File: config.mk
export PLATFORM = sky130hd
export DESIGN_NAME = hazard_ctrl_flat
export DESIGN_NICKNAME = d
export VERILOG_FILES = /design/src/rtl/hazard_pkg.sv /design/src/rtl/hazard_ctrl_if.sv /design/src/rtl/hazard_sat_cnt.sv /design/src/rtl/hazard_ctrl.sv /design/src/flat_wrapper.sv
export SDC_FILE = /design/constraint.sdc
export NUM_CORES = 1
export LEC_CHECK = 0
export CAP_MARGIN = 20
export CORE_MARGIN = 2
export CORE_UTILIZATION = 30
export CTS_BUF_LIST = sky130_fd_sc_hd__clkbuf_16
export DETAILED_ROUTE_END_ITERATION = 16
export DONT_BUFFER_PORTS = 1
export GPL_TIMING_DRIVEN = 0
export SETUP_SLACK_MARGIN = 0.2
export SYNTH_ARGS = -nofsm -noshare
export SYNTH_HDL_FRONTEND = slang
export SYNTH_SLANG_ARGS = --single-unit
export TNS_END_PERCENT = 1
File: constraint.sdc
create_clock -name CLK -period 2.48 [get_ports CLK]
set_clock_uncertainty 0.05 [all_clocks]
set_input_delay 0 -clock CLK [delete_from_list [all_inputs] [get_ports CLK]]
set_output_delay 0 -clock CLK [all_outputs]
set_load 0.01 [all_outputs]
File: src/rtl/hazard_pkg.sv
// Shared types and default constants for the pipeline hazard controller.
package hazard_pkg;

    typedef enum logic [2:0] {
        StRun,
        StLdStall,
        StIntFlush,
        StIntVec,
        StInIsr
    } state_e;

    localparam int unsigned DefRegAw       = 4;
    localparam int unsigned DefPcW         = 16;
    localparam int unsigned DefLoadStall   = 1;
    localparam int unsigned DefIntFlushCyc = 2;
    localparam int unsigned DefCntW        = 8;

    // Width of the shared stall/flush cycle counter (cycle counts are 1..7).
    localparam int unsigned CycW = 3;

endpackage

File: src/rtl/hazard_ctrl_if.sv
// Pipeline-side signal bundle of the hazard controller.
interface hazard_ctrl_if
    import hazard_pkg::*;
#(
    parameter int unsigned REG_AW = DefRegAw,
    parameter int unsigned PC_W   = DefPcW,
    parameter int unsigned CNT_W  = DefCntW
);
    logic              int_req_i;
    logic              int_en_i;
    logic              eret_i;
    logic              memread_i;
    logic              memtoreg_i;
    logic [REG_AW-1:0] regdst_i;
    logic [REG_AW-1:0] regsrc1_i;
    logic [REG_AW-1:0] regsrc2_i;
    logic              src1_used_i;
    logic              src2_used_i;
    logic              isjump_i;
    logic              isbranch_i;
    logic              ifbranch_i;
    logic              prediction_i;
    logic [PC_W-1:0]   epc_i;

    logic              stall_o;
    logic              bubble_o;
    logic              flush_if_o;
    logic              flush_id_o;
    logic              flush_ex_o;
    logic              jr_o;
    logic              prewrong_o;
    logic              precorrc_o;
    logic              int_vec_o;
    logic              eret_o;
    logic              int_active_o;
    logic [PC_W-1:0]   epc_o;
    logic [CNT_W-1:0]  miss_cnt_o;

    modport master (
        output int_req_i, int_en_i, eret_i, memread_i, memtoreg_i, regdst_i,
               regsrc1_i, regsrc2_i, src1_used_i, src2_used_i, isjump_i,
               isbranch_i, ifbranch_i, prediction_i, epc_i,
        input  stall_o, bubble_o, flush_if_o, flush_id_o, flush_ex_o, jr_o,
               prewrong_o, precorrc_o, int_vec_o, eret_o, int_active_o,
               epc_o, miss_cnt_o
    );

    modport slave (
        input  int_req_i, int_en_i, eret_i, memread_i, memtoreg_i, regdst_i,
               regsrc1_i, regsrc2_i, src1_used_i, src2_used_i, isjump_i,
               isbranch_i, ifbranch_i, prediction_i, epc_i,
        output stall_o, bubble_o, flush_if_o, flush_id_o, flush_ex_o, jr_o,
               prewrong_o, precorrc_o, int_vec_o, eret_o, int_active_o,
               epc_o, miss_cnt_o
    );

endinterface

File: src/rtl/hazard_sat_cnt.sv
// Saturating up-counter used for branch-mispredict statistics.
module hazard_sat_cnt #(
    parameter int unsigned CNT_W = 8
) (
    input  logic             clk,
    input  logic             rst,
    input  logic             inc,
    output logic [CNT_W-1:0] cnt
);
    logic [CNT_W-1:0] cnt_q;
    logic [CNT_W-1:0] cnt_d;

    // Next value: step by one unless already all-ones.
    always_comb begin
        cnt_d = cnt_q;
        if (inc && (cnt_q != {CNT_W{1'b1}})) begin
            cnt_d = cnt_q + CNT_W'(1);
        end
    end

    // Count register with asynchronous clear.
    always_ff @(posedge clk or posedge rst) begin
        if (rst) begin
            cnt_q <= '0;
        end else begin
            cnt_q <= cnt_d;
        end
    end

    assign cnt = cnt_q;

endmodule

File: src/rtl/hazard_ctrl.sv
// Pipeline hazard controller: load-use stalls, interrupt entry/return
// sequencing and branch/jump resolution signalling.
module hazard_ctrl
    import hazard_pkg::*;
#(
    parameter int unsigned REG_AW        = DefRegAw,
    parameter int unsigned PC_W          = DefPcW,
    parameter int unsigned LOAD_STALL    = DefLoadStall,
    parameter int unsigned INT_FLUSH_CYC = DefIntFlushCyc,
    parameter int unsigned CNT_W         = DefCntW
) (
    input logic          CLK,
    input logic          RST,
    hazard_ctrl_if.slave bus
);
    localparam logic [CycW-1:0] LdInit    = CycW'(LOAD_STALL - 1);
    localparam logic [CycW-1:0] FlushInit = CycW'(INT_FLUSH_CYC - 1);

    state_e            state_q, state_d;
    logic [CycW-1:0]   cnt_q, cnt_d;
    // Remembers that the current load stall was entered from the ISR.
    logic              from_isr_q, from_isr_d;
    logic [PC_W-1:0]   epc_q, epc_d;
    logic [CNT_W-1:0]  miss_cnt;

    logic [REG_AW-1:0] dst, src1, src2;
    logic              hazard, int_active, take_int, eret_take;
    logic              stall, bubble, flush_if, flush_id, flush_ex;
    logic              jr, prewrong, precorrc, int_vec, eret;

    assign dst  = bus.regdst_i;
    assign src1 = bus.regsrc1_i;
    assign src2 = bus.regsrc2_i;

    assign hazard = bus.memread_i & bus.memtoreg_i &
                    ((bus.src1_used_i & (src1 == dst)) | (bus.src2_used_i & (src2 == dst)));

    assign int_active = (state_q == StIntVec) | (state_q == StInIsr) |
                        ((state_q == StLdStall) & from_isr_q);

    // Interrupts are masked whenever a handler is active (no nesting).
    assign take_int = bus.int_req_i & bus.int_en_i & ~int_active &
                      ((state_q == StRun) | (state_q == StLdStall));

    assign eret_take = (state_q == StInIsr) & bus.eret_i;

    // State, cycle counter, ISR-origin flag and EPC registers.
    always_ff @(posedge CLK or posedge RST) begin
        if (RST) begin
            state_q    <= StRun;
            cnt_q      <= '0;
            from_isr_q <= 1'b0;
            epc_q      <= '0;
        end else begin
            state_q    <= state_d;
            cnt_q      <= cnt_d;
            from_isr_q <= from_isr_d;
            epc_q      <= epc_d;
        end
    end

    // Next-state logic: interrupt entry first, then per-state sequencing.
    always_comb begin
        state_d    = state_q;
        cnt_d      = cnt_q;
        from_isr_d = from_isr_q;
        epc_d      = epc_q;
        if (take_int) begin
            epc_d      = bus.epc_i;
            cnt_d      = FlushInit;
            from_isr_d = 1'b0;
            state_d    = StIntFlush;
        end else begin
            unique case (state_q)
                StRun, StInIsr: begin
                    if (eret_take) begin
                        state_d = StRun;
                    end else if (hazard) begin
                        cnt_d      = LdInit;
                        from_isr_d = (state_q == StInIsr);
                        if (LOAD_STALL > 1) begin
                            state_d = StLdStall;
                        end
                    end
                end
                StLdStall: begin
                    cnt_d = cnt_q - CycW'(1);
                    // The first stall cycle was spent in RUN/IN_ISR.
                    if ((cnt_q == CycW'(1)) || (cnt_q == '0)) begin
                        state_d = from_isr_q ? StInIsr : StRun;
                    end
                end
                StIntFlush: begin
                    if (cnt_q == '0) begin
                        state_d = StIntVec;
                    end else begin
                        cnt_d = cnt_q - CycW'(1);
                    end
                end
                StIntVec: begin
                    state_d = StInIsr;
                end
                default: begin
                    state_d = StRun;
                end
            endcase
        end
    end

    // Output decode; priority is interrupt > eret > load-use > branch/jr.
    always_comb begin
        stall    = 1'b0;
        bubble   = 1'b0;
        flush_if = 1'b0;
        flush_id = 1'b0;
        flush_ex = 1'b0;
        jr       = 1'b0;
        prewrong = 1'b0;
        precorrc = 1'b0;
        int_vec  = 1'b0;
        eret     = 1'b0;
        if (!RST) begin
            unique case (state_q)
                StRun, StInIsr: begin
                    if (take_int) begin
                        // Nothing issues while the interrupt is being taken.
                    end else if (eret_take) begin
                        eret     = 1'b1;
                        flush_if = 1'b1;
                    end else if (hazard) begin
                        stall  = 1'b1;
                        bubble = 1'b1;
                    end else begin
                        jr       = bus.isjump_i;
                        prewrong = bus.isbranch_i & (bus.prediction_i ^ bus.ifbranch_i);
                        precorrc = bus.isbranch_i & (bus.prediction_i ~^ bus.ifbranch_i);
                        flush_if = prewrong;
                    end
                end
                StLdStall: begin
                    stall  = ~take_int;
                    bubble = ~take_int;
                end
                StIntFlush: begin
                    flush_if = 1'b1;
                    flush_id = 1'b1;
                    flush_ex = 1'b1;
                end
                StIntVec: begin
                    int_vec = 1'b1;
                end
                default: begin
                end
            endcase
        end
    end

    hazard_sat_cnt #(
        .CNT_W (CNT_W)
    ) u_miss_cnt (
        .clk (CLK),
        .rst (RST),
        .inc (prewrong),
        .cnt (miss_cnt)
    );

    assign bus.stall_o      = stall;
    assign bus.bubble_o     = bubble;
    assign bus.flush_if_o   = flush_if;
    assign bus.flush_id_o   = flush_id;
    assign bus.flush_ex_o   = flush_ex;
    assign bus.jr_o         = jr;
    assign bus.prewrong_o   = prewrong;
    assign bus.precorrc_o   = precorrc;
    assign bus.int_vec_o    = int_vec;
    assign bus.eret_o       = eret;
    assign bus.int_active_o = int_active & ~RST;
    assign bus.epc_o        = epc_q;
    assign bus.miss_cnt_o   = miss_cnt;

endmodule
File: src/flat_wrapper.sv
// flat-port wrapper written by rule: the top's interface ports become plain ports
module hazard_ctrl_flat import hazard_pkg::*;
#(
    parameter int unsigned REG_AW        = DefRegAw,
    parameter int unsigned PC_W          = DefPcW,
    parameter int unsigned LOAD_STALL    = DefLoadStall,
    parameter int unsigned INT_FLUSH_CYC = DefIntFlushCyc,
    parameter int unsigned CNT_W         = DefCntW
)
  (CLK, RST, bus_int_req_i, bus_int_en_i, bus_eret_i, bus_memread_i, bus_memtoreg_i, bus_regdst_i, bus_regsrc1_i, bus_regsrc2_i, bus_src1_used_i, bus_src2_used_i, bus_isjump_i, bus_isbranch_i, bus_ifbranch_i, bus_prediction_i, bus_epc_i, bus_stall_o, bus_bubble_o, bus_flush_if_o, bus_flush_id_o, bus_flush_ex_o, bus_jr_o, bus_prewrong_o, bus_precorrc_o, bus_int_vec_o, bus_eret_o, bus_int_active_o, bus_epc_o, bus_miss_cnt_o);
  hazard_ctrl_if #(.REG_AW(REG_AW), .PC_W(PC_W), .CNT_W(CNT_W)) bus_i ();
  input logic CLK;
  input logic RST;
  input wire logic [$bits(bus_i.int_req_i)-1:0] bus_int_req_i;
  input wire logic [$bits(bus_i.int_en_i)-1:0] bus_int_en_i;
  input wire logic [$bits(bus_i.eret_i)-1:0] bus_eret_i;
  input wire logic [$bits(bus_i.memread_i)-1:0] bus_memread_i;
  input wire logic [$bits(bus_i.memtoreg_i)-1:0] bus_memtoreg_i;
  input wire logic [$bits(bus_i.regdst_i)-1:0] bus_regdst_i;
  input wire logic [$bits(bus_i.regsrc1_i)-1:0] bus_regsrc1_i;
  input wire logic [$bits(bus_i.regsrc2_i)-1:0] bus_regsrc2_i;
  input wire logic [$bits(bus_i.src1_used_i)-1:0] bus_src1_used_i;
  input wire logic [$bits(bus_i.src2_used_i)-1:0] bus_src2_used_i;
  input wire logic [$bits(bus_i.isjump_i)-1:0] bus_isjump_i;
  input wire logic [$bits(bus_i.isbranch_i)-1:0] bus_isbranch_i;
  input wire logic [$bits(bus_i.ifbranch_i)-1:0] bus_ifbranch_i;
  input wire logic [$bits(bus_i.prediction_i)-1:0] bus_prediction_i;
  input wire logic [$bits(bus_i.epc_i)-1:0] bus_epc_i;
  output wire logic [$bits(bus_i.stall_o)-1:0] bus_stall_o;
  output wire logic [$bits(bus_i.bubble_o)-1:0] bus_bubble_o;
  output wire logic [$bits(bus_i.flush_if_o)-1:0] bus_flush_if_o;
  output wire logic [$bits(bus_i.flush_id_o)-1:0] bus_flush_id_o;
  output wire logic [$bits(bus_i.flush_ex_o)-1:0] bus_flush_ex_o;
  output wire logic [$bits(bus_i.jr_o)-1:0] bus_jr_o;
  output wire logic [$bits(bus_i.prewrong_o)-1:0] bus_prewrong_o;
  output wire logic [$bits(bus_i.precorrc_o)-1:0] bus_precorrc_o;
  output wire logic [$bits(bus_i.int_vec_o)-1:0] bus_int_vec_o;
  output wire logic [$bits(bus_i.eret_o)-1:0] bus_eret_o;
  output wire logic [$bits(bus_i.int_active_o)-1:0] bus_int_active_o;
  output wire logic [$bits(bus_i.epc_o)-1:0] bus_epc_o;
  output wire logic [$bits(bus_i.miss_cnt_o)-1:0] bus_miss_cnt_o;
  assign bus_i.int_req_i = bus_int_req_i;
  assign bus_i.int_en_i = bus_int_en_i;
  assign bus_i.eret_i = bus_eret_i;
  assign bus_i.memread_i = bus_memread_i;
  assign bus_i.memtoreg_i = bus_memtoreg_i;
  assign bus_i.regdst_i = bus_regdst_i;
  assign bus_i.regsrc1_i = bus_regsrc1_i;
  assign bus_i.regsrc2_i = bus_regsrc2_i;
  assign bus_i.src1_used_i = bus_src1_used_i;
  assign bus_i.src2_used_i = bus_src2_used_i;
  assign bus_i.isjump_i = bus_isjump_i;
  assign bus_i.isbranch_i = bus_isbranch_i;
  assign bus_i.ifbranch_i = bus_ifbranch_i;
  assign bus_i.prediction_i = bus_prediction_i;
  assign bus_i.epc_i = bus_epc_i;
  assign bus_stall_o = bus_i.stall_o;
  assign bus_bubble_o = bus_i.bubble_o;
  assign bus_flush_if_o = bus_i.flush_if_o;
  assign bus_flush_id_o = bus_i.flush_id_o;
  assign bus_flush_ex_o = bus_i.flush_ex_o;
  assign bus_jr_o = bus_i.jr_o;
  assign bus_prewrong_o = bus_i.prewrong_o;
  assign bus_precorrc_o = bus_i.precorrc_o;
  assign bus_int_vec_o = bus_i.int_vec_o;
  assign bus_eret_o = bus_i.eret_o;
  assign bus_int_active_o = bus_i.int_active_o;
  assign bus_epc_o = bus_i.epc_o;
  assign bus_miss_cnt_o = bus_i.miss_cnt_o;
  hazard_ctrl #(.REG_AW(REG_AW), .PC_W(PC_W), .LOAD_STALL(LOAD_STALL), .INT_FLUSH_CYC(INT_FLUSH_CYC), .CNT_W(CNT_W)) u_core (.CLK(CLK), .RST(RST), .bus(bus_i));
endmodule
[After elaboration in Yosys (flattened, before gate mapping)]
Index checks and enable logic that the tools add are counted.
Word-level totals
  output and inout port bits: 35
  memories kept: 0
  RAM bits: 0
  word-level logic and storage cells: 101
  memory bits (read-only): 0
  bits in latches: 0
  register bits after elaboration: 31
Operators by class
  equal/unequal tests: 15
  multiplexer cells: 47
  $mul: 0
  order comparisons: 0
  shifts and indexed selects: 0
  divide/modulo/power cells: 0
  bitwise operators: 21
  add/sub/neg operators: 2
  reductions and logical operators: 11
Operators with widths (count)
  $mux 1: 34
  $mux 3: 9
  $and 1x1->1: 12
  $pmux 3 s4: 1
  $ne 3x1->1 const B: 3
  $ne 3x2->1 const B: 3
  $pmux 3 s3: 1
  $add 8x1->8 const B: 1
  $eq 4x4->1: 2
  $ne 8x8->1 const B: 1
  $eq 3x1->1 const B: 2
  $eq 3x2->1 const B: 2
  $logic_not 3->1: 2
  $reduce_and 3->1: 2
  $or 1x1->1: 4
  $pmux 1 s2: 2
  $reduce_and 4->1: 1
  $reduce_bool 2->1: 2
  $reduce_bool 4->1: 1
  $eq 3x3->1 const B: 1
  $not 1->1: 3
  $sub 3x1->3 const B: 1
  $ne 2x1->1 const B: 1
  $reduce_or 2->1: 1
  4 further kinds: 4

[Longest topological paths before layout]
  word-level depth: 10
  mapped depth: 8
  mapped depth without buffers: 7

[Hierarchy]
Synthesis repeated with hierarchy kept, for this count alone.
Second synthesis, totals
  cell total of the unflattened synthesis: 164
  area, all modules: 1756.7 um^2
Modules (own cells, without submodules)
  hazard_ctrl: times used 1, sequential area each 575.6 um^2, cells each 129, area each 1358.8 um^2
  hazard_sat_cnt: times used 1, sequential area each 200.2 um^2, cells each 35, area each 397.9 um^2

[Worst setup path after synthesis]
Ideal clock, no wire load.
  path kind: register to register
  start: reg u_core.state_q[0]
  end: reg u_core.u_miss_cnt.cnt_q[2], in the netlist u_core.u_miss_cnt.cnt[2]
  library setup time: 0.127 ns
  data required time: 2.303 ns
  slack: 0.681 ns
  arrival: 1.622 ns
  cell stages (with the launch flop): 8
  buffers on the path: 1
  clock period less this slack: 1.799 ns
  path through: dfrtp_1 buf_6 nor2_4 o21ai_2 a21oi_2 nand2_2 or4_4 xnor2_2
On the way
  cells in the longest elaborated chain, start to end: 10
  elaborated cells between the ends (all ways): 18
  those cells by class: eq/ne (3); mux (4); bitwise (8); reduce/logical (3)
Ends and longest elaborated chain
  start, declared: RTL line hazard_ctrl.sv:19  | state_e state_q, state_d;
  start signal, assigned: RTL line hazard_ctrl.sv:50  | state_q <= StRun;
  start signal, assigned: RTL line hazard_ctrl.sv:55  | state_q <= state_d;
  $eq 3x2->1, or another cell as far along: RTL line hazard_ctrl.sv:38  | assign int_active = (state_q == StIntVec) | (state_q == StInIsr) |
  $or 1x1->1 / $and 1x1->1 (equally long branches): RTL line hazard_ctrl.sv:38, hazard_ctrl.sv:39
  $or 1x1->1: RTL line hazard_ctrl.sv:38
  $not 1->1: RTL line hazard_ctrl.sv:42  | assign take_int = bus.int_req_i & bus.int_en_i & ~int_active &
  $and 1x1->1 (2 in series): RTL line hazard_ctrl.sv:42
  $mux 1: RTL line hazard_ctrl.sv:125  | if (take_int) begin
  $mux 1 (*): RTL line hazard_ctrl.sv:123  | unique case (state_q)
  $mux 1 (*): RTL line hazard_ctrl.sv:122  | if (!RST) begin
  $logic_and 1x1->1 (*): RTL line hazard_sat_cnt.sv:16  | if (inc && (cnt_q != {CNT_W{1'b1}})) begin
  end signal, assigned: RTL line hazard_sat_cnt.sv:26  | cnt_q <= cnt_d;
  end, declared: RTL line hazard_sat_cnt.sv:10  | logic [CNT_W-1:0] cnt_q;
Mark *: on every way between the ends. The rest lies on a longest branch, timed or not.
A chain may end at the register's enable or synchronous reset.

[Worst setup path after layout]
  start: reg u_core.state_q[2]
  end: out bus_flush_if_o
On the way
  cells in the longest elaborated chain, start to end: 9
  elaborated cells between the ends (all ways): 18
  those cells by class: eq/ne (4); mux (4); bitwise (8); reduce/logical (2)
Ends and longest elaborated chain
  $eq 3x2->1, or another cell as far along: RTL line hazard_ctrl.sv:38
  $or 1x1->1 / $and 1x1->1 (equally long branches): RTL line hazard_ctrl.sv:38, hazard_ctrl.sv:39
  $or 1x1->1: RTL line hazard_ctrl.sv:38
  $not 1->1: RTL line hazard_ctrl.sv:42
  $and 1x1->1 (2 in series): RTL line hazard_ctrl.sv:42
  $mux 1: RTL line hazard_ctrl.sv:125
  $pmux 1 s2 (*): RTL line hazard_ctrl.sv:123
  $mux 1 (*): RTL line hazard_ctrl.sv:122
  end, declared: RTL line flat_wrapper.sv:31  | output wire logic [$bits(bus_i.flush_if_o)-1:0] bus_flush_if_o;
Marks and branches as above.

==> summary by stage <==
Cells and area
The footprint of the flip-flops and latches is 776 sq um. The net count of the finished layout is 233. Of the cells placed in the final design, the portion with a size suffix greater than 1 is 22.8%. The post-route cell area is 2270 sq um. The final design utilization is 38.8%. Excluding fillers, the count of instances in the completed layout stands at 264. The antenna diode instance count is 0.

Relative to the synthesized area, the layout overhead comes to 25.7%. The total area of multi-input combinational cells is 963 sq um. After filler insertion, the fill cell instance count of the layout stands at 573.

Timing
The final-report max-slew violation count is 0. The worst setup margin is 0.390 ns. The normalized max-slew margin is 50.4%. The highest attainable clock frequency is 478 MHz. The final hold violation count is 0.

At the pin with the least slew margin, the transition time is 0.725 ns. The final hold slack is 0.00261 ns. The smallest clock period supported by the final layout is computed as 2.09 ns. Setup violations remaining at the end of the flow were counted as 0.

Adding up every negative setup slack in the final design gives 0 ns. The final critical path takes up 84.3% of the cycle. Setup repair after global routing left no endpoint under its margin.

Global routing
Summed over all layers, the global routing overflow is 0. The number of antenna violations at the first check in global routing is 0. The global routing usage on met3 is 3.96%. The first global-routing pass estimated 6490 um of wire. The number of global-route vias before repair is 1357. The met1 usage is 16.3%. For met2 alone, demand over resource in global routing was 21.2%. met2 is the most crowded layer.

Entering global routing, the biggest net connects 19 pins. The total track usage is 13.0%.

Floorplan
The overall die width is 81.6 um. The core region area is 5850 sq um. Measured along the y axis, the die boundary spans 81.6 um. The area of the die is 6650 sq um.

76 I/O pins were placed. The starting density of the core is 30.8%. In this run the core area contains 28 standard-cell rows.

Yosys
The cell count after synthesis came out at 161. The mux contribution to synthesized area is 11.9%. The area fraction in compound gates after synthesis is 12.1%. The synthesized-area fraction occupied by and/or/nand/nor cells is 18.3%. The synthesized design devotes to its leading area cell type 43.0% of total area. The adder-cell share of the synthesized area is 2.77%. The total number of yosys warnings is 0. Sorting the synthesized cells by area gives the leading types as sky130_fd_sc_hd__dfrtp_1, sky130_fd_sc_hd__mux2_2, sky130_fd_sc_hd__xor2_1, sky130_fd_sc_hd__ha_1, sky130_fd_sc_hd__xnor2_1. The post-synthesis cell type count is 45. Synthesis produced a netlist with a net count of 206. Among all flip-flop cells after synthesis, the most frequent one is sky130_fd_sc_hd__dfrtp_1. By area, the combinational part of the netlist is dominated by simple AND/OR/NAND/NOR gates. The share of the Yosys chip area taken by registers is 43.0%. The biggest area contributor in the post-synthesis netlist is sky130_fd_sc_hd__dfrtp_1. After synthesis, the share of flip-flops with an asynchronous set or reset is 100%. In this run, synthesis produced a sequential element count of 31. Counting flops with a built-in enable in the synthesized netlist gives 0. In this run the mean area of a mapped cell was 11.2 sq um. Of the total synthesized cell area, the portion taken by XOR and XNOR cells is 7.70%.

The synthesized area is 1800 sq um.

Placement
The total cell area at the placement stage is 1930 sq um. After legalization and detailed placement, the total HPWL measured 3010 um. The number of placed instances, taps included, is 237. The worst slack at placement is 0.416 ns. During placement, the flow inserted port buffers numbering 0.

The final weighted congestion in routability-driven placement is 0.775.

Clocking
The TritonCTS clock tree is built. After clock tree synthesis, the clock-pin slew on the worst setup and hold paths is 0.05 ns. In this run the post-CTS setup repair buffer count came out at 0. In this run the deepest clock path goes through 2 buffers.

For this design, the sink count on the clock tree is 31. The clock reaches the later pin of the worst-skew pair after 0.27 ns. In this run the clock root is driven by a sky130_fd_sc_hd__clkbuf_16. The H-tree level count is 2. TritonCTS created 5 clock buffers.

Run
Across the run, the number of max-cap violations was 0.

Worst hold path
The worst min-delay path category is primary input to output pin.

Worst setup path
Counting cells, the worst reg-to-reg path comes to 6. Of all nets on the critical path, the largest fanout is 10. The slowest cell on the critical path is sky130_fd_sc_hd__nor3_1. The setup check on the worst reg-to-reg path leaves a slack of 0.41 ns. The largest stage delay on the critical path is 0.48 ns. The startpoint identified for the worst register-to-register timing path is u_core.state_q[1]. The signal on the critical path passes through buf_2, buf_1, nand2b_1, nor3_1, o21a_1. The worst path required time is 2.43 ns. The type of element capturing the critical path is an output pin. The critical path starts at u_core.state_q[2]. The arrival time of data at the critical path endpoint is 2.04 ns. STA classifies the critical path startpoint as a flip-flop. By startpoint and endpoint, the worst setup path is classified as flip-flop to output pin. Following the worst setup path forward leads to its endpoint at bus_flush_if_o.

In this run the critical register-to-register path is captured at u_core.u_miss_cnt.cnt[7].

Route
The aggregate routed wire length is 4130 um. The number of antenna-violating nets in the routed design is 0. The total vias in the final route is 1390. The number of iterations in the first detailed-routing pass is 4.

In the routed design, unresolved DRC markers number 0. The wire length per cell is 15.6 um. The iteration-0 DRC count of the detailed router is 70. The via density per instance is 5.27.

Power and ir drop
The worst supply voltage drop on vdd is 0.000627 V. The total power of the final layout is 2.36 mW. The total leakage power is 0.928 nW. Dividing total power by cell area gives a power density of 1040 nW/um^2.

Outcome
The flow ran to the end, and the final reports show no timing, DRC or antenna violations.
-- metal layers --
metal  share of wire [%]  wire [um]
met2                  46       1900
met5                   0          0
met4                0.24         10
met3                 9.2        380
met1                  45       1840
-- cells in the final DEF (no fill, tap or decap), types with 2 or more instances in the layout --
cell type                       synthesis  routed
sky130_fd_sc_hd__nor2b_1                3       3
sky130_fd_sc_hd__o21ai_0                4       4
sky130_fd_sc_hd__nor3_1                 5       5
sky130_fd_sc_hd__nor3b_1                4       4
sky130_fd_sc_hd__o21a_1                 4       4
sky130_fd_sc_hd__nor4_1                 4       4
sky130_fd_sc_hd__dlygate4sd3_1          0      19
sky130_fd_sc_hd__a211o_1                2       2
sky130_fd_sc_hd__xor2_1                 9       9
sky130_fd_sc_hd__dfrtp_1               31      31
sky130_fd_sc_hd__nor2_1                 2       2
sky130_fd_sc_hd__and3_1                 2       2
sky130_fd_sc_hd__nor4_2                 2       2
sky130_fd_sc_hd__nand2b_1               4       4
sky130_fd_sc_hd__nand2_1               10      10
sky130_fd_sc_hd__clkbuf_16              0       5
sky130_fd_sc_hd__clkinv_1               0       2
sky130_fd_sc_hd__xnor2_1                5       5
sky130_fd_sc_hd__ha_1                   4       4
sky130_fd_sc_hd__inv_1                  4       4
sky130_fd_sc_hd__clkbuf_1               3       3
sky130_fd_sc_hd__nor4b_1                2       2
sky130_fd_sc_hd__a21oi_1                5       5
sky130_fd_sc_hd__buf_4                  2       2
sky130_fd_sc_hd__nand4_1                3       3
sky130_fd_sc_hd__nand3_1                5       5
sky130_fd_sc_hd__buf_2                  2       2
sky130_fd_sc_hd__buf_6                  2       2
sky130_fd_sc_hd__mux2_2                19      19
-- report_power, final --
part           switching (mW)  leakage, nW  internal (mW)  total (mW)
clock                   0.214       0.0649          0.364       0.578
combinational           0.425        0.477          0.403       0.828
sequential              0.246        0.387          0.710       0.956
-- state kept, by name (all words and copies together) (netlist names) --
name / cells
u_core.from_isr_q: 1
u_core.u_miss_cnt.cnt: 8
u_core.cnt_q: 3
u_core.state_q: 3
u_core.bus.epc_o: 16
-- area by class of cell --
type                    instances  share of cell area [%]
multi-input cells             116                    42.5
flip-flops and latches         31                    34.2
repair buffers                 20                    9.60
clock buffers                   5                    5.52
well taps                      75                    4.14
plain buffers                  10                    2.76
clock inverters                 3                   0.662
inverters                       4                   0.662
-- cell usage after synthesis (2+ instances only) --
| cell type | instances |
|---|---|
| sky130_fd_sc_hd__nor4_2 | 2 |
| sky130_fd_sc_hd__mux2_2 | 19 |
| sky130_fd_sc_hd__o21ai_0 | 4 |
| sky130_fd_sc_hd__buf_2 | 2 |
| sky130_fd_sc_hd__clkbuf_1 | 3 |
| sky130_fd_sc_hd__nand3_1 | 5 |
| sky130_fd_sc_hd__dfrtp_1 | 31 |
| sky130_fd_sc_hd__o21a_1 | 4 |
| sky130_fd_sc_hd__nand2b_1 | 4 |
| sky130_fd_sc_hd__nor2_1 | 2 |
| sky130_fd_sc_hd__nor4_1 | 4 |
| sky130_fd_sc_hd__nand2_1 | 10 |
| sky130_fd_sc_hd__buf_4 | 2 |
| sky130_fd_sc_hd__nor4b_1 | 2 |
| sky130_fd_sc_hd__nand4_1 | 3 |
| sky130_fd_sc_hd__buf_6 | 2 |
| sky130_fd_sc_hd__a21oi_1 | 5 |
| sky130_fd_sc_hd__ha_1 | 4 |
| sky130_fd_sc_hd__nor3b_1 | 4 |
| sky130_fd_sc_hd__inv_1 | 4 |
| sky130_fd_sc_hd__xor2_1 | 9 |
| sky130_fd_sc_hd__xnor2_1 | 5 |
| sky130_fd_sc_hd__nor2b_1 | 3 |
| sky130_fd_sc_hd__and3_1 | 2 |
| sky130_fd_sc_hd__nor3_1 | 5 |
| sky130_fd_sc_hd__a211o_1 | 2 |
-- worst min path at each step --
stage / start / end / cells after the start
finish: RST / bus_int_active_o / 1
CTS: RST / bus_bubble_o / 1
floorplan: RST / bus_bubble_o / 1
detailed placement: RST / u_core.from_isr_q / 1
global route: RST / bus_int_active_o / 1
global placement: RST / bus_bubble_o / 1
-- what timing repair did --
action	4_1_cts	5_1_grt
hold endpoints to repair	33	1
endpoints found under the setup margin	0	1
resized for setup	0	1
hold buffers	18	1
-- critical path, delay by kind of cell (launching register included) --
| family | cells | cell delay [ns] |
|---|---|---|
| buffers and inverters | 2 | 0.44 |
| DFF | 1 | 0.35 |
| AOI/OAI and AO/OA | 1 | 0.25 |
| and+or+nand+nor | 2 | 0.74 |
-- cell families after synthesis --
group | count (synthesis)
multiplexers | 19
adder cells (fa/ha/maj) | 4
flip-flops | 31
AND/OR/NAND/NOR | 51
buffers and inverters | 14
XOR/XNOR | 15
AO/OA/AOI/OAI | 27
No activity file was read; power rests on OpenSTA's default activity.
